$ cat src/rtl/tsd_adc_emulator_pkg.sv
// tsd_emu_pkg: shared definitions for the sense-diode ADC emulator.
//   tsd_state_e    - conversion FSM states
//   TSD_OFFSET     - raw code offset (code = deg C + TSD_OFFSET)
//   TSD_INVALID    - tsdcalo value before any conversion has completed
//   TSD_MAX_VALID  - largest code ever reported as a valid result
//   tsd_cnt_width  - bit-window counter width for a given cycles-per-bit
package tsd_emu_pkg;

  typedef enum logic [1:0] {
    S_IDLE,
    S_SAMPLE,
    S_CONVERT,
    S_DONE
  } tsd_state_e;

  localparam int unsigned TSD_OFFSET    = 133;
  localparam logic [7:0]  TSD_INVALID   = 8'hFF;
  localparam logic [7:0]  TSD_MAX_VALID = 8'd254;

  // ceil(log2(n)), never less than 1 so a 1-cycle window still gets a counter.
  function automatic int unsigned tsd_cnt_width(input int unsigned n);
    int unsigned w;
    w = 1;
    for (int unsigned i = 0; i < 5; i++) begin
      if ((32'd1 << w) < n) w = w + 1;
    end
    return w;
  endfunction

endpackage

$ cat src/rtl/tsd_adc_emulator_if.sv
// tsd_adc_emulator_if: sense-diode control interface between a temperature
// reader (master) and the ADC block or its emulator (slave).
//   ce, clr     - enable and clear/arm from the reader (polarity set by slave)
//   temp_code   - emulated raw temperature code fed to the emulator
//   tsdcalo     - 8-bit conversion result
//   tsdcaldone  - result valid
interface tsd_adc_emulator_if;

  logic       ce;
  logic       clr;
  logic [7:0] temp_code;
  logic [7:0] tsdcalo;
  logic       tsdcaldone;

  modport master (
    output ce,
    output clr,
    output temp_code,
    input  tsdcalo,
    input  tsdcaldone
  );

  modport slave (
    input  ce,
    input  clr,
    input  temp_code,
    output tsdcalo,
    output tsdcaldone
  );

endinterface

$ cat src/rtl/tsd_adc_emulator_lfsr8.sv
// tsd_emu_lfsr8: 8-bit maximal-length Galois LFSR, x^8+x^6+x^5+x^4+1.
//   clk   - clock
//   rst_n - synchronous active-low reset, loads SEED
//   step  - advance one position
//   q     - current register value
module tsd_emu_lfsr8 #(
  parameter logic [7:0] SEED = 8'hA5
) (
  input  logic       clk,
  input  logic       rst_n,
  input  logic       step,
  output logic [7:0] q
);

  logic [7:0] q_q;
  logic [7:0] q_d;

  // Right-shifting Galois form: feedback mask 8'hB8 covers taps 8,6,5,4.
  always_comb begin
    q_d = q_q;
    if (step) q_d = {1'b0, q_q[7:1]} ^ (q_q[0] ? 8'hB8 : 8'h00);
  end

  always_ff @(posedge clk) begin
    if (!rst_n) q_q <= SEED;
    else        q_q <= q_d;
  end

  assign q = q_q;

endmodule

$ cat src/rtl/tsd_adc_emulator.sv
// tsd_adc_emulator: synthesizable stand-in for the on-die temperature-sense
// diode ADC. Answers clr/ce from a reader with an 8-bit code after the same
// successive-approximation latency as the hard block (2 + 8*CYCLES_PER_BIT
// cycles from the start edge to tsdcaldone).
//   clk    - conversion clock
//   rst_n  - synchronous reset, active-low
//   bus    - slave side of tsd_adc_emulator_if (ce, clr, temp_code in;
//            tsdcalo, tsdcaldone out, both registered)
module tsd_adc_emulator
  import tsd_emu_pkg::*;
#(
  parameter int unsigned CYCLES_PER_BIT  = 16,
  parameter bit          CE_ACTIVE_HIGH  = 1'b1,
  parameter bit          CLR_ACTIVE_HIGH = 1'b1,
  parameter bit          DITHER_EN       = 1'b0,
  parameter logic [7:0]  LFSR_SEED       = 8'hA5
) (
  input  logic                 clk,
  input  logic                 rst_n,
  tsd_adc_emulator_if.slave    bus
);

  localparam int unsigned   CW       = tsd_cnt_width(CYCLES_PER_BIT);
  localparam logic [CW-1:0] CNT_LAST = CW'(CYCLES_PER_BIT - 1);

  tsd_state_e    state_q;
  logic          armed_q;
  logic          done_q;
  logic [7:0]    code_q;
  logic [7:0]    target_q;
  logic [7:0]    result_q;
  logic [2:0]    idx_q;
  logic [CW-1:0] cnt_q;

  logic          ce_act;
  logic          clr_act;
  logic          sampling;
  logic [7:0]    lfsr_q;
  logic [7:0]    target_d;
  logic [7:0]    trial;
  logic signed [9:0] dither;
  logic signed [9:0] sum;

  assign ce_act  = CE_ACTIVE_HIGH  ? bus.ce  : !bus.ce;
  assign clr_act = CLR_ACTIVE_HIGH ? bus.clr : !bus.clr;

  // Only a SAMPLE cycle that actually captures a target advances the LFSR.
  assign sampling = (state_q == S_SAMPLE) && ce_act && !clr_act;

  tsd_emu_lfsr8 #(.SEED(LFSR_SEED)) u_lfsr (
    .clk   (clk),
    .rst_n (rst_n),
    .step  (sampling && DITHER_EN),
    .q     (lfsr_q)
  );

  // Dither from the two LSBs: 01 -> +1, 10 -> -1, else 0. The sum is
  // clamped to 0..254 so 255 stays reserved as the invalid marker.
  always_comb begin
    dither = '0;
    if (DITHER_EN) begin
      case (lfsr_q & 8'h03)
        8'h01:   dither = 10'sd1;
        8'h02:   dither = -10'sd1;
        default: dither = '0;
      endcase
    end
    sum = $signed({2'b00, bus.temp_code}) + dither;
    if (sum < 10'sd0)
      target_d = '0;
    else if (sum > $signed({2'b00, TSD_MAX_VALID}))
      target_d = TSD_MAX_VALID;
    else
      target_d = sum[7:0];
  end

  assign trial = result_q | (8'd1 << idx_q);

  always_ff @(posedge clk) begin
    if (!rst_n) begin
      state_q  <= S_IDLE;
      armed_q  <= 1'b0;
      done_q   <= 1'b0;
      code_q   <= TSD_INVALID;
      target_q <= '0;
      result_q <= '0;
      idx_q    <= '0;
      cnt_q    <= '0;
    end else if (clr_act) begin
      state_q <= S_IDLE;
      armed_q <= 1'b1;
      done_q  <= 1'b0;
    end else if (!ce_act) begin
      state_q <= S_IDLE;
      done_q  <= 1'b0;
    end else begin
      case (state_q)
        S_IDLE: begin
          if (armed_q) begin
            state_q <= S_SAMPLE;
            armed_q <= 1'b0;
          end
        end
        S_SAMPLE: begin
          target_q <= target_d;
          result_q <= '0;
          idx_q    <= 3'd7;
          cnt_q    <= '0;
          state_q  <= S_CONVERT;
        end
        S_CONVERT: begin
          if (cnt_q == CNT_LAST) begin
            cnt_q <= '0;
            if (trial <= target_q) result_q <= trial;
            if (idx_q == 3'd0) state_q <= S_DONE;
            else               idx_q   <= idx_q - 3'd1;
          end else begin
            cnt_q <= cnt_q + 1'b1;
          end
        end
        S_DONE: begin
          // Result and valid are published together on the first DONE cycle,
          // so tsdcalo never shows a partially decided code.
          code_q <= result_q;
          done_q <= 1'b1;
        end
        default: state_q <= S_IDLE;
      endcase
    end
  end

  assign bus.tsdcalo    = code_q;
  assign bus.tsdcaldone = done_q;

endmodule

$ cat src/flat_wrapper.sv
// flat-port wrapper written by rule: the top's interface ports become plain ports
module tsd_adc_emulator_flat import tsd_emu_pkg::*;
#(
  parameter int unsigned CYCLES_PER_BIT  = 16,
  parameter bit          CE_ACTIVE_HIGH  = 1'b1,
  parameter bit          CLR_ACTIVE_HIGH = 1'b1,
  parameter bit          DITHER_EN       = 1'b0,
  parameter logic [7:0]  LFSR_SEED       = 8'hA5
)
  (clk, rst_n, bus_ce, bus_clr, bus_temp_code, bus_tsdcalo, bus_tsdcaldone);
  tsd_adc_emulator_if bus_i ();
  input  logic clk;
  input  logic rst_n;
  input wire logic [$bits(bus_i.ce)-1:0] bus_ce;
  input wire logic [$bits(bus_i.clr)-1:0] bus_clr;
  input wire logic [$bits(bus_i.temp_code)-1:0] bus_temp_code;
  output wire logic [$bits(bus_i.tsdcalo)-1:0] bus_tsdcalo;
  output wire logic [$bits(bus_i.tsdcaldone)-1:0] bus_tsdcaldone;
  assign bus_i.ce = bus_ce;
  assign bus_i.clr = bus_clr;
  assign bus_i.temp_code = bus_temp_code;
  assign bus_tsdcalo = bus_i.tsdcalo;
  assign bus_tsdcaldone = bus_i.tsdcaldone;
  tsd_adc_emulator #(.CYCLES_PER_BIT(CYCLES_PER_BIT), .CE_ACTIVE_HIGH(CE_ACTIVE_HIGH), .CLR_ACTIVE_HIGH(CLR_ACTIVE_HIGH), .DITHER_EN(DITHER_EN), .LFSR_SEED(LFSR_SEED)) u_core (.clk(clk), .rst_n(rst_n), .bus(bus_i));
endmodule
$ cat config.mk
export PLATFORM = sky130hd
export DESIGN_NAME = tsd_adc_emulator_flat
export DESIGN_NICKNAME = d
export VERILOG_FILES = /design/src/rtl/tsd_adc_emulator_pkg.sv /design/src/rtl/tsd_adc_emulator_if.sv /design/src/rtl/tsd_adc_emulator_lfsr8.sv /design/src/rtl/tsd_adc_emulator.sv /design/src/flat_wrapper.sv
export SDC_FILE = /design/constraint.sdc
export NUM_CORES = 1
export LEC_CHECK = 0
export ABC_AREA = 0
export BUFFER_PORTS_ARGS = -buffer_cell sky130_fd_sc_hd__buf_4
export CAP_MARGIN = 10
export CORE_MARGIN = 2
export CORE_UTILIZATION = 50
export DETAILED_ROUTE_END_ITERATION = 8
export GPL_TIMING_DRIVEN = 0
export PLACE_DENSITY = 0.73
export SYNTH_ARGS = -nofsm -noshare
export SYNTH_HDL_FRONTEND = slang
export SYNTH_HIERARCHICAL = 1
export SYNTH_SLANG_ARGS = --single-unit
$ cat constraint.sdc
create_clock -name clk -period 2.3 [get_ports clk]
set_input_delay 0.23 -clock clk [delete_from_list [all_inputs] [get_ports clk]]
set_output_delay 0.23 -clock clk [all_outputs]
set_load 0.01 [all_outputs]
==> flow_summary.ini <==
[flow_run]
cap_violations = 0

[synthesis]
synthCells = 223
synth_seq_cells = 35
synth-xor-area-share = 0
synth_top_family_by_area = simple AND/OR/NAND/NOR gates
synth_compound_area_frac = 0.162
synthTopCellsByArea = dfxtp_1 38%, ha_1 13%, nand2_1 11%, nand3_1 5.1%, mux2i_1 4.3%
async_flop_share = 0
synth_area_per_cell_um2 = 8.32
synth_top_area_share = 0.378
synth-edff-count = 0
synth_fa_ha_area_frac = 0.128
synth_most_common_cell = nand2_1
muxShareOfSynthArea = 0.0493
synth.distinct_cells = 30
syn_nets = 254
mappedNetlistArea_um2 = 1850
synth_ff_type = dfxtp_1
ys_seq_area_frac = 0.378
yosysWarnings = 6
synthSimpleGateAreaFrac = 0.238
yosys.area.top_type = dfxtp_1
synth_commonest_cells = 53 x nand2_1, 35 x dfxtp_1, 19 x ha_1, 19 x nand3_1, 14 x inv_1

[global_route]
grt_max_degree = 12
grt_usage = 0.220
grt_pass1_vias = 1609
grt_first_pass_wirelength_um = 7090
grt.overflow.total = 0
antenna_found_initial = 0

[sta]
fmax_ghz = 0.434
whs_ps = 200
setup_slack_ps = -3.99
hold_viol_final = 0
max_slew.worst_pin.slew_ps = 438
skew_ps = 9.13
final_max_slew_viol_count = 0
period_minus_slack_ps = 2300
slew_headroom = 0.708
rsz0062_at_grt = true
post-route-period-util = 1.00
finalSetupViolCount = 1

[cells_and_area]
area_delta_synth_final_pct = 31.7
nNetsFinal = 291
multi_input_area_um2 = 1230
n_antenna_cell = 0
postLayoutCoreUtil = 0.677
area.sequential_um2 = 712
drive_gt1_frac = 0.253
n_fill_cell = 312
finalInstanceArea_um2 = 2440

[hold_path]
holdPathEnd = u_core/armed_q
whs_path_depth = 3
min-delay-start = bus_clr
min_path_type = in -> reg

[drt]
drt_iter0_drc = 48
drc = 0
ant_nets = 0
vias = 1615
firstDrtPassIters = 4
avgViaCountPerCell = 5.23
wl_per_cell_um = 13.5
routed_wl_um = 4170

[floorplan]
fp.dieH_um = 64.9
core_area_um2 = 3610
num_rows = 22
dieWidth_um = 64.9
die-area_um2 = 4210
ios = 21
initial_core_util = 0.514

[clock_tree]
clk_pin_slew_ps = 70
ctsHoldBuffers = 0
cts-root-buf = clkbuf_8
cts_buffers = 5
clockBufferDepth = 2
clock_latency_ps = 290
cts.sinks = 35
htreeDepth = 2
cts_tree = yes

[setup_path]
reg2reg_slack_ps = -4
startpoint_type = flop
end_kind = flop
crit_type = reg -> reg
reg2reg_to = u_core/result_q[6]
required_ps = 2510
cp_max_fo = 8
reg2reg_depth = 9
reg2reg_from = u_core/idx_q[0]
critPathArrivalTime_ps = 2520

[power_and_ir_drop]
swShare = 0.206
seq_power_share = 0.488
max-vdd-ir-drop_v = 0.000407
p_int_uw = 991
p_per_area_nw_per_um2 = 511
p_leak_nw = 1.03
totalPowerFinal_mw = 1.25
switchingPower_uw = 257
comb_power_share = 0.057
p_clk_frac = 0.456

[placement]
port_buffers = 20
placedInstanceArea_um2 = 2070
dpl.hpwl_um = 2910
pre_cts_slack_ps = -325
place.gp.congestion = 0.814

[outcome]
failed_checks = negative setup slack
status = finished with violations
[per-stage QoR]
step / cells / setup TNS (ps)
finish: 309 / -3.99
global route: 309 / -304
CTS: 307 / -6.11
detailed placement: 291 / -2400
global placement: 291 / -1860
floorplan: 223 / 0
[timing repair]
action / CTS / global route
setup endpoints to repair: 8 / 8
gates resized for setup: 19 / 12
buffers inserted: 8 / 2
pin swaps: 10 / 7
[cell families (layout without fill, tap and decap cells)]
logic type	count (synthesis)	after routing
and+or+nand+nor	98	98
AOI/OAI and AO/OA	40	40
DFF	35	35
buffers and inverters	22	60
adders and majority gates	19	19
muxes	9	9
[state kept, by name, indices dropped and copies added, names as in the netlist]
signal                 cells
u_core/armed_q             1
u_core/result_q            8
u_core/target_q            8
u_core/state_q             2
u_core/idx_q               3
u_core/cnt_q               4
u_core/bus.tsdcalo         8
u_core/bus.tsdcaldone      1
[placed cells by master (no fill, tap or decap), types with 3 or more instances in the layout]
cell	instances
and2_1	5
mux2i_1	8
a21o_1	7
nand3_1	19
nor2_1	5
o21ai_0	7
a21oi_1	7
ha_4	8
clkbuf_8	6
nand4_1	4
inv_1	12
nor2b_1	4
dfxtp_1	32
dfxtp_4	3
clkbuf_1	7
ha_1	9
nand2_1	51
buf_4	29
a21boi_0	9
[final cells by class]
type	count	share of cell area
sequential	35	0.291
timing repair buffer	30	0.0973
inverter	14	0.0236
buffer	8	0.0128
multi-input combinational	166	0.502
clock buffer	6	0.0338
tap	48	0.0246
clock inverter	2	0.0143
[metal layers]
| layer | part of all wire | GRT usage | up-vias |
|---|---|---|---|
| li1 | - | - | 829 |
| met5 | 0 | 0 | - |
| met2 | 0.50 | 0.387 | 20 |
| met1 | 0.46 | 0.261 | 758 |
| met3 | 0.030 | 0.0573 | 8 |
| met4 | 0.017 | 0.0665 | 0 |
[critical path, stage by stage (launching register included)]
cell and delay, ps:
dfxtp_4 380, inv_4 60, ha_4 160, a21o_1 190, ha_4 280, nand4_1 120, or3_4 360, a311oi_4 300
buf_12 170, mux2i_1 210
[worst max-delay path by stage]
stage                     depth (start not counted)            endpoint  slack [ps]            start
after floorplan                                   9  u_core/result_q[1]          20  u_core/idx_q[0]
after global placement                            9  u_core/result_q[6]        -280  u_core/idx_q[0]
after detailed placement                          9  u_core/result_q[6]        -330  u_core/idx_q[0]
after CTS                                         9  u_core/result_q[6]          -6  u_core/idx_q[1]
after global routing                              8  u_core/result_q[6]         -80  u_core/idx_q[0]
final                                             9  u_core/result_q[6]          -4  u_core/idx_q[0]
[power by group through the flow]
stage | registers, mW | logic [mW] | clock network (mW)
floorplan | 0.625 | 0.0338 | 0
global placement | 0.625 | 0.0600 | 0
detailed placement | 0.625 | 0.0610 | 0
CTS | 0.610 | 0.0671 | 0.584
global route | 0.609 | 0.0786 | 0.601
finish | 0.609 | 0.0709 | 0.569
(Power assumes the default switching activity.)
